### src/rtl/hack_alu_sequencer.sv
// hack_alu_sequencer: accepts Hack instructions on a valid/ready port, loads A
// directly for A-instructions, and for C-instructions issues operands/controls to
// the ALU with a one-cycle ce strobe, waits for rd_rdy (bounded by TIMEOUT_CYCLES),
// then updates A/D, evaluates the jump and presents the result on a second
// valid/ready port.
// Optional build macro ALU_CHECK_EN: adds an internal Hack ALU model that flags
// responder results which disagree with it on the sticky chk_err output.
module hack_alu_sequencer #(
    parameter int unsigned TIMEOUT_CYCLES = 255
) (
    input  logic        clk,
    input  logic        reset,
    input  logic        instr_valid,
    output logic        instr_ready,
    input  logic [15:0] instr,
    input  logic [15:0] m_in,
    output logic [15:0] alu_x,
    output logic [15:0] alu_y,
    output logic        alu_zx,
    output logic        alu_nx,
    output logic        alu_zy,
    output logic        alu_ny,
    output logic        alu_f,
    output logic        alu_no,
    output logic        alu_ce,
    input  logic [15:0] alu_out,
    input  logic        alu_zr,
    input  logic        alu_ng,
    input  logic        alu_rd_rdy,
    output logic        res_valid,
    input  logic        res_ready,
    output logic [15:0] res_out,
    output logic        res_zr,
    output logic        res_ng,
    output logic        res_jump,
    output logic        res_write_m,
    output logic [15:0] a_reg,
    output logic [15:0] d_reg,
    output logic        timeout_err,
    output logic        chk_err
);

    typedef enum logic [1:0] {
        IDLE  = 2'd0,
        ISSUE = 2'd1,
        WAIT  = 2'd2,
        DONE  = 2'd3
    } state_t;

    // Last WAIT-cycle count value before the operation is abandoned.
    localparam logic [15:0] LAST_WAIT = 16'(TIMEOUT_CYCLES - 1);

    state_t      state;
    state_t      state_next;

    // Decoded C-instruction fields and operands, frozen at accept.
    logic [15:0] x_q;
    logic [15:0] y_q;
    logic [5:0]  ctrl_q;
    logic [2:0]  dest_q;
    logic [2:0]  jump_q;
    logic [15:0] wait_cnt;

    logic        accept;
    logic        rd_hit;
    logic        timeout_hit;
    logic        operands_on;
    logic        jump_hit;

    // State register.
    always_ff @(posedge clk) begin
        if (reset) begin
            state <= IDLE;
        end else begin
            state <= state_next;
        end
    end

    // Next-state decode, handshake strobes and ALU-facing outputs.
    always_comb begin
        state_next  = state;
        instr_ready = 1'b0;
        alu_ce      = 1'b0;
        res_valid   = 1'b0;
        accept      = 1'b0;
        rd_hit      = 1'b0;
        timeout_hit = 1'b0;
        operands_on = 1'b0;
        case (state)
            IDLE: begin
                instr_ready = 1'b1;
                if (instr_valid) begin
                    accept     = 1'b1;
                    state_next = instr[15] ? ISSUE : DONE;
                end
            end
            ISSUE: begin
                alu_ce      = 1'b1;
                operands_on = 1'b1;
                state_next  = WAIT;
            end
            WAIT: begin
                operands_on = 1'b1;
                if (alu_rd_rdy) begin
                    rd_hit     = 1'b1;
                    state_next = DONE;
                end else if (wait_cnt == LAST_WAIT) begin
                    timeout_hit = 1'b1;
                    state_next  = DONE;
                end
            end
            DONE: begin
                res_valid = 1'b1;
                if (res_ready) begin
                    state_next = IDLE;
                end
            end
            default: state_next = IDLE;
        endcase
    end

    // Operands and controls are driven only while an operation is in flight.
    always_comb begin
        alu_x = '0;
        alu_y = '0;
        {alu_zx, alu_nx, alu_zy, alu_ny, alu_f, alu_no} = '0;
        if (operands_on) begin
            alu_x = x_q;
            alu_y = y_q;
            {alu_zx, alu_nx, alu_zy, alu_ny, alu_f, alu_no} = ctrl_q;
        end
    end

    // Jump condition from the flags the ALU returns with rd_rdy.
    always_comb begin
        jump_hit = (jump_q[2] & alu_ng) |
                   (jump_q[1] & alu_zr) |
                   (jump_q[0] & ~alu_zr & ~alu_ng);
    end

    // Datapath: instruction latch, wait counter, A/D writes and result capture.
    always_ff @(posedge clk) begin
        if (reset) begin
            x_q         <= '0;
            y_q         <= '0;
            ctrl_q      <= '0;
            dest_q      <= '0;
            jump_q      <= '0;
            wait_cnt    <= '0;
            a_reg       <= '0;
            d_reg       <= '0;
            res_out     <= '0;
            res_zr      <= 1'b0;
            res_ng      <= 1'b0;
            res_jump    <= 1'b0;
            res_write_m <= 1'b0;
            timeout_err <= 1'b0;
        end else begin
            if (accept) begin
                // Operands use A/D as they stand in the accept cycle.
                x_q      <= d_reg;
                y_q      <= instr[12] ? m_in : a_reg;
                ctrl_q   <= instr[11:6];
                dest_q   <= instr[5:3];
                jump_q   <= instr[2:0];
                wait_cnt <= '0;
                if (!instr[15]) begin
                    a_reg       <= instr;
                    res_out     <= instr;
                    res_zr      <= 1'b0;
                    res_ng      <= 1'b0;
                    res_jump    <= 1'b0;
                    res_write_m <= 1'b0;
                end
            end

            if (state == WAIT && !alu_rd_rdy && !timeout_hit) begin
                wait_cnt <= wait_cnt + 16'd1;
            end

            if (rd_hit) begin
                res_out     <= alu_out;
                res_zr      <= alu_zr;
                res_ng      <= alu_ng;
                res_jump    <= jump_hit;
                res_write_m <= dest_q[0];
                if (dest_q[2]) begin
                    a_reg <= alu_out;
                end
                if (dest_q[1]) begin
                    d_reg <= alu_out;
                end
            end

            if (timeout_hit) begin
                timeout_err <= 1'b1;
                res_out     <= '0;
                res_zr      <= 1'b0;
                res_ng      <= 1'b0;
                res_jump    <= 1'b0;
                res_write_m <= 1'b0;
            end
        end
    end

`ifdef ALU_CHECK_EN
    logic [15:0] mx_z;
    logic [15:0] mx_n;
    logic [15:0] my_z;
    logic [15:0] my_n;
    logic [15:0] m_fn;
    logic [15:0] model_out;
    logic        model_zr;
    logic        model_ng;

    // Reference Hack ALU evaluated on the issued operands and controls.
    always_comb begin
        mx_z      = ctrl_q[5] ? 16'h0000 : x_q;
        mx_n      = ctrl_q[4] ? ~mx_z : mx_z;
        my_z      = ctrl_q[3] ? 16'h0000 : y_q;
        my_n      = ctrl_q[2] ? ~my_z : my_z;
        m_fn      = ctrl_q[1] ? (mx_n + my_n) : (mx_n & my_n);
        model_out = ctrl_q[0] ? ~m_fn : m_fn;
        model_zr  = (model_out == 16'h0000);
        model_ng  = model_out[15];
    end

    // Sticky flag for any responder result that disagrees with the model.
    always_ff @(posedge clk) begin
        if (reset) begin
            chk_err <= 1'b0;
        end else if (rd_hit && ((alu_out != model_out) ||
                                (alu_zr != model_zr) ||
                                (alu_ng != model_ng))) begin
            chk_err <= 1'b1;
        end
    end
`else
    assign chk_err = 1'b0;
`endif

endmodule

### config.mk
export PLATFORM = sky130hd
export DESIGN_NAME = hack_alu_sequencer
export DESIGN_NICKNAME = d
export VERILOG_FILES = /design/src/rtl/hack_alu_sequencer.sv
export SDC_FILE = /design/constraint.sdc
export NUM_CORES = 1
export LEC_CHECK = 0
export BUFFER_PORTS_ARGS = -buffer_cell sky130_fd_sc_hd__buf_2
export CAP_MARGIN = 20
export CORE_MARGIN = 1.5
export CORE_UTILIZATION = 58
export CTS_BUF_LIST = sky130_fd_sc_hd__clkbuf_4 sky130_fd_sc_hd__clkbuf_8
export CTS_CLUSTER_SIZE = 30
export DETAILED_ROUTE_END_ITERATION = 8
export GPL_TIMING_DRIVEN = 0
export HOLD_SLACK_MARGIN = 0.05
export PLACE_DENSITY_LB_ADDON = 0.3
export SLEW_MARGIN = 20
export SYNTH_ARGS = -nofsm -noshare
export SYNTH_HDL_FRONTEND = slang
export SYNTH_SLANG_ARGS = --single-unit
### constraint.sdc
create_clock -name clk -period 2.6 [get_ports clk]
set_input_delay 0.26 -clock clk [delete_from_list [all_inputs] [get_ports clk]]
set_output_delay 0.26 -clock clk [all_outputs]
set_load 0.01 [all_outputs]
== Yosys cells after proc, flatten, opt, wreduce, memory -nomap -nowiden ==
Index checks and enable logic that the tools add are counted.

* Add/subtract/negate cells: 1
* Equality and inequality tests: 8
* Mux-type cells: 41
* Bitwise operators: 8
* Reduce and logical (&&, ||, !) cells: 12

{| class="wikitable"
|+ Operators by type and width
! kind !! count
|-
| 16-bit 2-to-1 mux || 12
|-
| 1-bit 2-to-1 mux || 23
|-
| 16-bit by 1-bit adder with 16-bit output, second input constant || 1
|-
| 16-bit by 8-bit equality test with 1-bit output, second input constant || 1
|-
| 2-bit 2-to-1 mux || 5
|-
| 2-bit case mux with 4 select lines || 1
|-
| 1-bit bitwise AND || 4
|-
| 2-bit equality test, second input constant || 2
|-
| 2-bit inequality test, second input constant || 2
|-
| 2-bit AND reduction || 2
|-
| 2-bit nonzero test || 2
|-
| 2-bit OR reduction || 2
|-
| 3-bit inequality test, second input constant || 1
|-
| 3-bit AND reduction || 1
|-
| 2-bit by 1-bit equality test with 1-bit output, second input constant || 1
|-
| 1-bit logical AND || 2
|-
| 1-bit zero test || 2
|-
| 2-bit zero test || 1
|-
| 2-bit by 1-bit inequality test with 1-bit output, second input constant || 1
|-
| 1-bit NOT || 2
|-
| 1-bit OR || 2
|}

* Bits in registers: 115
* Output and inout bits: 95
* Logic and storage cells: 85

== Longest topological paths before layout ==
Gate-level depths: netlist of run 1.

* Word-level depth: 7
* Mapped depth: 9

== Worst setup path before layout of run 1 ==
No wires, ideal clock.

* Path kind: register to register
* Start: reg state[0]
* End: reg res_out[4]
* Arrival time: 1.588 ns
* Data required time: 2.453 ns
* Slack: 0.865 ns
* Stages on the path, launching flop included: 10
* Period minus slack after synthesis: 1.735 ns
* Path through: dfxtp_1 inv_1 ha_1 and2_1 buf_6 nand2b_4 buf_12 buf_8 mux2i_1 a211oi_2

* Longest elaborated chain between the ends: 4
* Elaborated cells on any way between the ends: 10

{| class="wikitable"
|+ RTL lines
! item !! RTL line !! RTL
|-
| from (decl) || 53 || <nowiki>state_t state;</nowiki>
|-
| from (signal assigned) || 75 || <nowiki>state <= state_next;</nowiki>
|-
| 2-bit equality test / 2-bit zero test (equally long branches) || 89 || <nowiki>case (state)</nowiki>
|-
| 1-bit 2-to-1 mux || 89 ||
|-
| 2-bit by 1-bit inequality test with 1-bit output (no source line) / 2-bit nonzero test (equally long branches) || - ||
|-
| 2-bit AND reduction (no source line) || - ||
|-
| to (signal assigned) || 169 || <nowiki>res_out <= instr;</nowiki>
|-
| to (signal assigned) || 182 || <nowiki>res_out <= alu_out;</nowiki>
|-
| to (decl) || 32 || <nowiki>output logic [15:0] res_out,</nowiki>
|}

Parallel ways exist; a longest one is shown, timed or not.
A chain may end at the register's enable or synchronous reset.

== Worst setup path after layout of run 1 ==
* Start: reg state[0]
* End: out alu_x[3]

* Longest elaborated chain between the ends: 4
* Elaborated cells on any way between the ends: 5

{| class="wikitable"
|+ RTL lines
! item !! RTL line !! RTL
|-
| 2-bit equality test / 2-bit by 1-bit equality test with 1-bit output (equally long branches) || 89 ||
|-
| 2-bit OR reduction (no source line) * || - ||
|-
| 1-bit 2-to-1 mux * || 89 ||
|-
| 16-bit 2-to-1 mux * || 127 || <nowiki>if (operands_on) begin</nowiki>
|-
| to (decl) || 17 || <nowiki>output logic [15:0] alu_x,</nowiki>
|}

Mark *: on every way between the ends. The rest lies on a longest branch, timed or not.

==> results by group, run 1 <==
Layout
  • Area of the multi-input gates: 2830 um^2
  • Register Area: 2302 um^2
  • # diodes: 0
  • Fillers: 696
  • Synth-to-Final Area Change: 23.64%
  • Fraction of layout cells with a size suffix above 1: 28.36%
  • Nets: 854
  • Post-route cell area: 6726 um^2

Timing
  • F_max: 401.6 MHz
  • Setup-failing EPs final: 0
  • RSZ-0062 raised after global routing: no
  • Pins Over Slew Limit: 0
  • Final setup TNS: 0 ps
  • Relative slew slack: 48.13%
  • Final WS setup: 110.2 ps
  • Worst-Margin Slew: 778.1 ps
  • Crit path time final: 2490 ps
  • Fin crit share: 95.76%
  • Worst Clk Skew: 11.77 ps
  • Final-report hold violation count: 0
  • Min Hold Slack: 103.6 ps

Clocking
  • Clk buf depth: 2
  • Post-cts hold buffer count: 0
  • Worst-path clk slew: 80 ps
  • H-tree levels: 4
  • CTS tree: yes
  • Root Driver: clkbuf_8
  • Clock buffer count from CTS: 17
  • Worst-Skew Late Latency: 430 ps
  • Clock Sinks: 115

Critical path
  • Startpoint Class: register
  • CP endpoint kind: output pin
  • R2r setup slk: 520 ps
  • Critical Path AT: 2230 ps
  • Crit Path Class: reg2out
  • FF-to-FF path depth: 7
  • Worst-path maximum fanout: 12
  • Req. time, crit path: 2340 ps
  • FF-to-FF End: a_reg[6]
  • Critical R2R Launch: state[0]

Floorplan
  • Initial core utilization: 59.44%
  • DIE AREA: 9970 um^2
  • Ports: 150
  • Die width: 99.85 um
  • Core Area: 9153 um^2
  • Die H: 99.85 um
  • Number of cell rows: 35

Yosys
  • Async S/R FF share, synth: 0%
  • Largest cells by area after synthesis: dfxtp_1 (42%), mux2i_1 (8.6%), nand2_1 (7.2%)
  • Post-synth top area cell: dfxtp_1
  • Mapped Area: 5440 um^2
  • Synth cell types: 55
  • Commonest cells in the netlist: dfxtp_1 (115), nand2_1 (104), a21oi_1 (53), nor2_1 (53), mux2i_1 (47)
  • Most common cell in the netlist: dfxtp_1
  • EDFF count, synth: 0
  • Mean cell area of the mapped netlist: 8.677 um^2
  • Syn Nets: 689
  • Synth warn: 0
  • Synthesized flop and latch total: 115
  • Post-synth top area share: 42.32%
  • Register area share after synthesis: 42.32%
  • Mapped Cells: 627
  • Top_reg_cell synth: dfxtp_1

Placement
  • Routability cong.: 0.8864
  • Pre-CTS setup slack: 455.3 ps
  • DP Wirelength: 11950 um
  • Placement Cell Area: 6315 um^2
  • Input/output buffers: 147

Drt
  • Vias per cell: 5.931
  • 1st-pass router iterations: 8
  • WL final: 16370 um
  • Drt wl/cell: 17.89 um
  • DR iter-0 viols: 406
  • Routed vias: 5427
  • Post-route DRC: 0
  • Routed Antenna Nets: 0

Pwr
  • Power per standard cell area: 816.9 nW/um^2
  • Sw Ratio: 35.49%
  • Sequential power share: 38.7%
  • Clock share of power: 31.8%
  • Switching pwr: 1.950 mW
  • Leakage power figure: 3.071 nW
  • Internal Pwr Total: 3.545 mW
  • Comb power frac: 29.4%
  • VDD IR max: 440.7 uV

Global route
  • Total GRT Usage: 32.43%
  • Initial antenna violation count: 0
  • Remaining Overflow, GRT: 0
  • Vias in the first global route: 4899
  • First-pass GRT wire length: 24890 um
  • Largest net degree at the start of global routing: 17

Hold path
  • Hold Path Depth: 3
  • Hold crit path type: in2reg
  • Hold endpoint: d_reg[15]
  • Hold path start: alu_out[15]

Outcome
  • Status: finished clean

Job
  • MaxCap Viol Count: 0
-- critical path: stages, from the launching register on --
cell and delay [ps]:
dfxtp_1 390, inv_1 100, ha_1 580, clkbuf_1 400, and2_1 200, buf_2 130
-- cell usage in the layout (no fill, tap or decap), types with 5 or more instances in the layout --
master	n
nand2_1	104
nand2b_1	8
o211ai_1	10
nand4_1	7
nand3_1	14
a211oi_1	31
buf_2	163
clkbuf_1	18
clkbuf_8	17
dfxtp_1	115
buf_4	5
ha_1	7
a21oi_1	53
inv_1	6
a211oi_2	15
o21ai_1	10
nor3_1	8
mux2i_1	47
and2_1	40
nor2_1	53
-- kinds of logic after synthesis --
| kind of cell | count (synthesis) | synth area share (%) |
|---|---|---|
| multiplexers | 47 | 8.648 |
| buffers and inverters | 56 | 5.658 |
| adder cells (fa/ha/maj) | 7 | 1.610 |
| AO/OA/AOI/OAI | 136 | 17.62 |
| other | 1 | 0.06893 |
| flip-flops | 115 | 42.32 |
| AND/OR/NAND/NOR | 263 | 23.76 |
| XOR/XNOR | 2 | 0.3220 |
-- routing by layer --
| metal | wire length (um) | up-vias | GRT usage [%] |
|---|---|---|---|
| met5 | 0 | - | 0 |
| met4 | 314 | 0 | 11.81 |
| met3 | 1650 | 39 | 7.660 |
| met2 | 7621 | 310 | 52.01 |
| met1 | 6782 | 2552 | 42.83 |
| li1 | - | 2526 | - |
-- through the flow --
stage | utilization, % | cells | total power [mW]
2_1_floorplan | - | 627 | 3.173
3_3_place_gp | 69.00 | 885 | 3.694
3_5_place_dp | 69.00 | 885 | 3.751
4_1_cts | 73.49 | 915 | 5.471
5_1_grt | 73.49 | 915 | 5.729
6_report | 73.49 | 915 | 5.495
-- layout make-up --
class / instances / share of cell area, %
plain buffers: 48 / 4.129
clock buffers: 17 / 3.478
clock inverters: 14 / 2.697
inverters: 7 / 0.3906
multi-input cells: 456 / 42.08
flip-flops and latches: 115 / 34.23
well taps: 111 / 2.065
repair buffers: 147 / 10.94
-- worst max path at each step --
| stage | startpoint | endpoint | slack [ps] | depth (start not counted) |
|---|---|---|---|---|
| after detailed placement | state[0] | alu_x[12] | 460 | 6 |
| after global routing | state[0] | alu_x[2] | 20 | 5 |
| after global placement | state[0] | alu_x[14] | 520 | 6 |
| after CTS | state[0] | alu_x[2] | 130 | 5 |
| after floorplan | state[0] | res_out[4] | 870 | 9 |
| final | state[0] | alu_x[3] | 110 | 5 |
-- power groups by stage --
stage	combinational [mW]	sequential, mW	clock [mW]
after floorplan	1.00	2.17	0
after global placement	1.55	2.15	0
after detailed placement	1.59	2.16	0
after CTS	1.60	2.12	1.75
after global routing	1.74	2.15	1.84
final	1.62	2.13	1.75
-- what timing repair did --
action,4_1_cts,5_1_grt
buffers inserted,0,0
resized for setup,0,0
endpoints found under the setup margin,10,0
(Power assumes the default switching activity.)
==> run 2: changes to the inputs <==
Settings changed: CORE_UTILIZATION 58 to 57, CTS_BUF_LIST sky130_fd_sc_hd__clkbuf_4 sky130_fd_sc_hd__clkbuf_8 to not set.
==> run 2 against run 1 <==
  * Non-clock buffer count is 27 higher
  * Utilization grew 4.4 points
  * Global-route usage increased by 2.6 points
  * Critical path depth did not move
  * Final cell count increased by 5.0%
  * Sequential power about the same
  * Power grew 12%
  * Cell area is 7.0% higher
  * Flip-flop and latch count unchanged
  * Critical path type unchanged
==> results by group, run 2 (same netlist as run 1, synthesis figures left out) <==
Layout
  • Commonest non-fill, non-tap cell in the layout: buf_2
  • Commonest non-fill, non-tap cells in the layout: buf_2 (163), dfxtp_1 (115), nand2_1 (104)
  • Area of the multi-input gates: 2833 um^2
  • Non-filler cells in the finished layout: 961
  • Fillers: 596
  • Synth-to-Final Area Change: 32.29%
  • # diodes: 0
  • Register Area: 2302 um^2
  • Nets: 881
  • Fraction of layout cells with a size suffix above 1: 27.52%

Critical path
  • Crit Path Class: reg2out
  • Critical path's top delay family: buffers and inverters
  • Worst-path maximum fanout: 12
  • FF-to-FF End: res_out[3]
  • CP endpoint kind: output pin
  • Startpoint Class: register
  • Critical path buffers and inverters: 3
  • R2r setup slk: 510 ps
  • Slowest cell on crit path: ha_2
  • Max incr delay on CP: 490 ps
  • FF-to-FF path depth: 7
  • Critical Path AT: 2200 ps
  • Worst-path cell chain: inv_1 -> ha_2 -> clkbuf_1 -> and2_1 -> buf_2
  • Critical R2R Launch: state[0]
  • Req. time, crit path: 2340 ps

Global route
  • Vias in the first global route: 5291
  • First-pass GRT wire length: 27280 um
  • Initial antenna violation count: 0
  • Largest net degree at the start of global routing: 17
  • Total GRT Usage: 35.01%
  • Remaining Overflow, GRT: 0

Placement
  • Input/output buffers: 147
  • Routability cong.: 0.9192
  • Pre-CTS setup slack: 471.7 ps
  • Placed Instances: 903
  • DP Wirelength: 11980 um

Timing
  • Fin crit share: 94.53%
  • Pins Over Slew Limit: 0
  • Final-report hold violation count: 0
  • Relative slew slack: 52.43%
  • RSZ-0062 raised after global routing: no
  • Worst-Margin Slew: 713.5 ps
  • Setup-failing EPs final: 0
  • Crit path time final: 2458 ps
  • Worst Clk Skew: 10.19 ps
  • Final setup TNS: 0 ps
  • Final WS setup: 142.2 ps
  • F_max: 406.9 MHz

Hold path
  • Hold Path Depth: 3
  • Hold path start: reset
  • Hold endpoint: wait_cnt[3]
  • Hold crit path type: in2reg

Clocking
  • Worst-Skew Late Latency: 520 ps
  • H-tree levels: 4
  • Worst-path clk slew: 60 ps
  • Setup fix buffers added after clock tree synthesis: 0
  • Root Driver: clkbuf_8
  • CTS tree: yes
  • Clock buffer count from CTS: 17
  • Clock Sinks: 115
  • Clk buf depth: 2

Pwr
  • Power per standard cell area: 851.4 nW/um^2
  • VDD IR max: 583.6 uV
  • Leakage power figure: 3.266 nW

Drt
  • Vias per cell: 5.840
  • Post-route DRC: 0
  • WL final: 17480 um
  • DR iter-0 viols: 463
  • Drt wl/cell: 18.19 um
  • Routed Antenna Nets: 0
  • 1st-pass router iterations: 6
  • Routed vias: 5612

Floorplan
  • DIE AREA: 10140 um^2
  • Die H: 100.7 um
  • Ports: 150
  • Initial core utilization: 58.88%
  • Core Area: 9240 um^2
  • Number of cell rows: 35
  • Die width: 100.7 um

Outcome
  • Status: finished clean

Job
  • MaxCap Viol Count: 0
run 2: changes by cell type in the layout (fill, tap and decap cells not counted), sizes merged:
cell / before / now
inv: 9 / 7
clkinv: 6 / 7
clkbuf: 35 / 37
dlygate4sd3: 0 / 27
run 2: where the power goes:
part           switching (mW)  internal (mW)  total [mW]
registers               0.151           1.99        2.14
logic                    1.04          0.639        1.67
clock network           0.835           1.48        2.32
total                    2.02           4.11        6.13
run 2: worst max path at each step:
stage                   from    endpoint  cells after the start
global placement    state[0]   alu_x[14]                      6
global route        state[1]   alu_y[14]                      5
finish              state[0]    alu_x[4]                      5
detailed placement  state[1]   alu_x[14]                      6
CTS                 state[1]    alu_x[0]                      5
floorplan           state[0]  res_out[4]                      9
run 2: per-stage QoR:
stage,instance area (um^2),hold slack [ps],power [mW],util [%]
finish,7197,57.48,6.127,77.89
global route,7197,63.31,6.357,77.89
CTS,7194,50.42,6.065,77.86
detailed placement,6337,443.9,3.747,68.59
global placement,6337,437.0,3.686,68.59
floorplan,5440,396.0,3.173,-
run 2: layer usage:
metal / routed length (um) / part of all wire, % / GRT usage, %
met1: 6774 / 39 / 43.60
met2: 8392 / 48 / 58.52
met3: 1774 / 10 / 7.559
met4: 541 / 3.1 / 15.06
met5: 0 / 0 / 0
run 2: cell type report:
cell class	count	share of cell area (%)
multi-input combinational	456	39.36
timing repair buffer	174	13.98
tap	129	2.243
sequential	115	31.99
inverter	7	0.3651
clock inverter	13	2.208
buffer	48	3.860
clock buffer	19	5.998
run 2: repair_timing:
action / 4_1_cts / 5_1_grt
setup endpoints to repair: 10 / 13
gates resized for setup: 0 / 1
hold endpoints to repair: 29 / 0
cloned: 0 / 0
hold buffers: 27 / 0
run 2: worst register-to-register path: cells and delay by family, from the launching register on:
| family | cells | cell delay (ps) |
|---|---|---|
| AOI/OAI and AO/OA | 2 | 290 |
| adders and majority gates | 1 | 360 |
| buffers and inverters | 2 | 380 |
| DFF | 1 | 340 |
| and+or+nand+nor | 2 | 570 |
==> run 3: changes to the inputs <==
Settings changed: ABC_AREA set to 1.
==> run 3 against run 2 <==
  * Critical path depth is 1 higher
  * Combinational power grew 21%
  * Utilization is 0.80 points lower
  * Synthesized cell count increased by 25%
  * Sequential share of layout area rose by 0.18 points
  * Flip-flop and latch count did not move
  * Critical endpoint is now alu_y[5]
  * Area after synthesis increased by 0.74%
==> results by group, run 3 <==
Yosys
  • Mapped Cells: 786
  • EDFF count, synth: 0
  • Mean cell area of the mapped netlist: 6.972 um^2
  • Most common cell in the netlist: nand2_1
  • Synthesized flop and latch total: 115
  • Largest cells by area after synthesis: dfxtp_1 (42%), nand2_1 (13%), inv_1 (6.3%)
  • Syn Nets: 848
  • Post-synth top area share: 42.01%
  • Synth warn: 0
  • Mapped Area: 5480 um^2
  • Async S/R FF share, synth: 0%
  • Post-synth top area cell: dfxtp_1
  • Register area share after synthesis: 42.01%
  • Top_reg_cell synth: dfxtp_1
  • Synth cell types: 31
  • Commonest cells in the netlist: nand2_1 (184), dfxtp_1 (115), inv_1 (92)

Global route
  • First-pass GRT wire length: 26790 um
  • Largest net degree at the start of global routing: 17
  • Initial antenna violation count: 0
  • Vias in the first global route: 5368
  • Remaining Overflow, GRT: 0
  • Total GRT Usage: 34.02%

Layout
  • # diodes: 0
  • Nets: 1033
  • Non-filler cells in the finished layout: 1113
  • Synth-to-Final Area Change: 30.59%
  • Commonest non-fill, non-tap cell in the layout: nand2_1
  • Fraction of layout cells with a size suffix above 1: 23.78%
  • Fillers: 711
  • Post-layout util: 77.09%
  • Commonest non-fill, non-tap cells in the layout: nand2_1 (184), buf_2 (161), dfxtp_1 (115)

Timing
  • Final setup TNS: 0 ps
  • Relative slew slack: 62.30%
  • Worst Clk Skew: 6.640 ps
  • Final WS setup: 103.6 ps
  • Worst-Margin Slew: 565.5 ps
  • Final-report hold violation count: 0
  • Fin crit share: 96.01%
  • F_max: 400.6 MHz
  • Setup-failing EPs final: 0
  • Pins Over Slew Limit: 0
  • RSZ-0062 raised after global routing: no
  • Crit path time final: 2496 ps

Placement
  • Input/output buffers: 146
  • Routability cong.: 0.9512
  • Placed Instances: 1061
  • Pre-CTS setup slack: 354.3 ps
  • DP Wirelength: 11980 um

Critical path
  • Critical Path AT: 2240 ps
  • Critical path buffers and inverters: 4
  • CP endpoint kind: output pin
  • Most frequent CP cell: inv_1
  • Worst-path maximum fanout: 12
  • Critical path's top delay family: buffers and inverters
  • R2r setup slk: 610 ps
  • Req. time, crit path: 2340 ps
  • Crit Path Class: reg2out
  • Worst-path cell chain: inv_1 -> ha_2 -> clkbuf_1 -> nand2_1 -> inv_1 -> buf_2
  • Max incr delay on CP: 520 ps
  • Slowest cell on crit path: ha_2
  • Startpoint Class: register

Floorplan
  • Initial core utilization: 59.03%
  • Core Area: 9284 um^2
  • Number of cell rows: 35
  • DIE AREA: 10210 um^2
  • Ports: 150
  • Die H: 101.1 um
  • Die width: 101.1 um

Drt
  • Routed Antenna Nets: 0
  • Vias per cell: 5.420
  • Post-route DRC: 0
  • DR iter-0 viols: 515
  • 1st-pass router iterations: 6
  • Routed vias: 6032
  • Drt wl/cell: 15.39 um
  • WL final: 17130 um

Clocking
  • H-tree levels: 4
  • Worst-path clk slew: 60 ps
  • Worst-Skew Late Latency: 520 ps
  • Root Driver: clkbuf_8
  • CTS tree: yes
  • Clock buffer count from CTS: 17
  • Clk buf depth: 2
  • Setup fix buffers added after clock tree synthesis: 0
  • Clock Sinks: 115

Pwr
  • Sequential power share: 34.4%
  • Sw Ratio: 36.98%
  • Power per standard cell area: 911.2 nW/um^2
  • Clock share of power: 34.6%
  • Comb power frac: 31.0%
  • Design Power: 6.522 mW
  • VDD IR max: 581.2 uV
  • Switching pwr: 2.412 mW
  • Leakage power figure: 3.658 nW
  • Internal Pwr Total: 4.110 mW

Outcome
  • Status: finished clean

Job
  • MaxCap Viol Count: 0

Hold path
  • Hold crit path type: in2reg
run 3: cell count changes after synthesis, sizes merged, moves of 9 or more:
cell	previous run	this run
nor2	53	96
o21ai	12	35
a21oi	55	75
and2	40	0
mux2i	47	0
buf	30	20
a211oi	46	3
o211ai	10	28
clkbuf	19	28
nand3	14	74
nand2	104	190
nand2b	9	0
inv	6	97
run 3: layout make-up:
cell class / count / area [um^2] / area share [%]
sequential: 115 / 2302 / 32.17
clock buffer: 18 / 417.9 / 5.839
inverter: 100 / 376.6 / 5.262
clock inverter: 14 / 156.4 / 2.185
multi-input combinational: 523 / 2574 / 35.96
timing repair buffer: 167 / 940.9 / 13.15
buffer: 47 / 227.7 / 3.182
tap: 129 / 161.4 / 2.255
run 3: path summary, 6_finish.rpt:
path / start / end / depth (start not counted)
setup reg to reg: state[1] / y_q[2] / 8
hold / removal: alu_out[11] / a_reg[11] / 3
hold reg to reg: timeout_err / timeout_err / 2
setup / recovery: state[1] / alu_y[5] / 6
run 3: logic make-up after synthesis:
logic type	share of synthesized area, %
AO/OA/AOI/OAI	15.55
XOR/XNOR	0.6392
adder cells (fa/ha/maj)	1.598
buffers and inverters	11.07
flip-flops	42.01
other	0.06843
AND/OR/NAND/NOR	29.06
run 3: repair_timing:
| action | in CTS | in global routing |
|---|---|---|
| cloned | 0 | 0 |
| pin swaps | 0 | 0 |
| hold endpoints to repair | 22 | 0 |
| hold buffers | 21 | 0 |
| endpoints found under the setup margin | 20 | 20 |
| resized for setup | 1 | 1 |
run 3: stage by stage:
stage	instance area, um^2	hold slack [ps]
after global placement	6372	444.1
after detailed placement	6372	443.0
after global routing	7157	54.28
after CTS	7154	50.90
after floorplan	5480	408.8
final	7157	61.88
run 3: power groups by stage:
stage	logic, mW	registers (mW)	clock network [mW]
after floorplan	1.24	2.27	0
after global placement	1.89	2.26	0
after detailed placement	1.92	2.27	0
after CTS	1.97	2.24	2.25
after global routing	2.23	2.27	2.34
final	2.02	2.25	2.26
run 3: worst min-delay path: stages:
cell and delay, ps:
buf_2 130, nor2_1 100, a211oi_1 50
run 3: metal layers:
metal,up-vias,wire (um),track usage (%)
met4,0,660,15.71
li1,2887,-,-
met3,66,1497,8.183
met2,324,7886,54.88
met5,-,0,0
met1,2755,7083,43.00
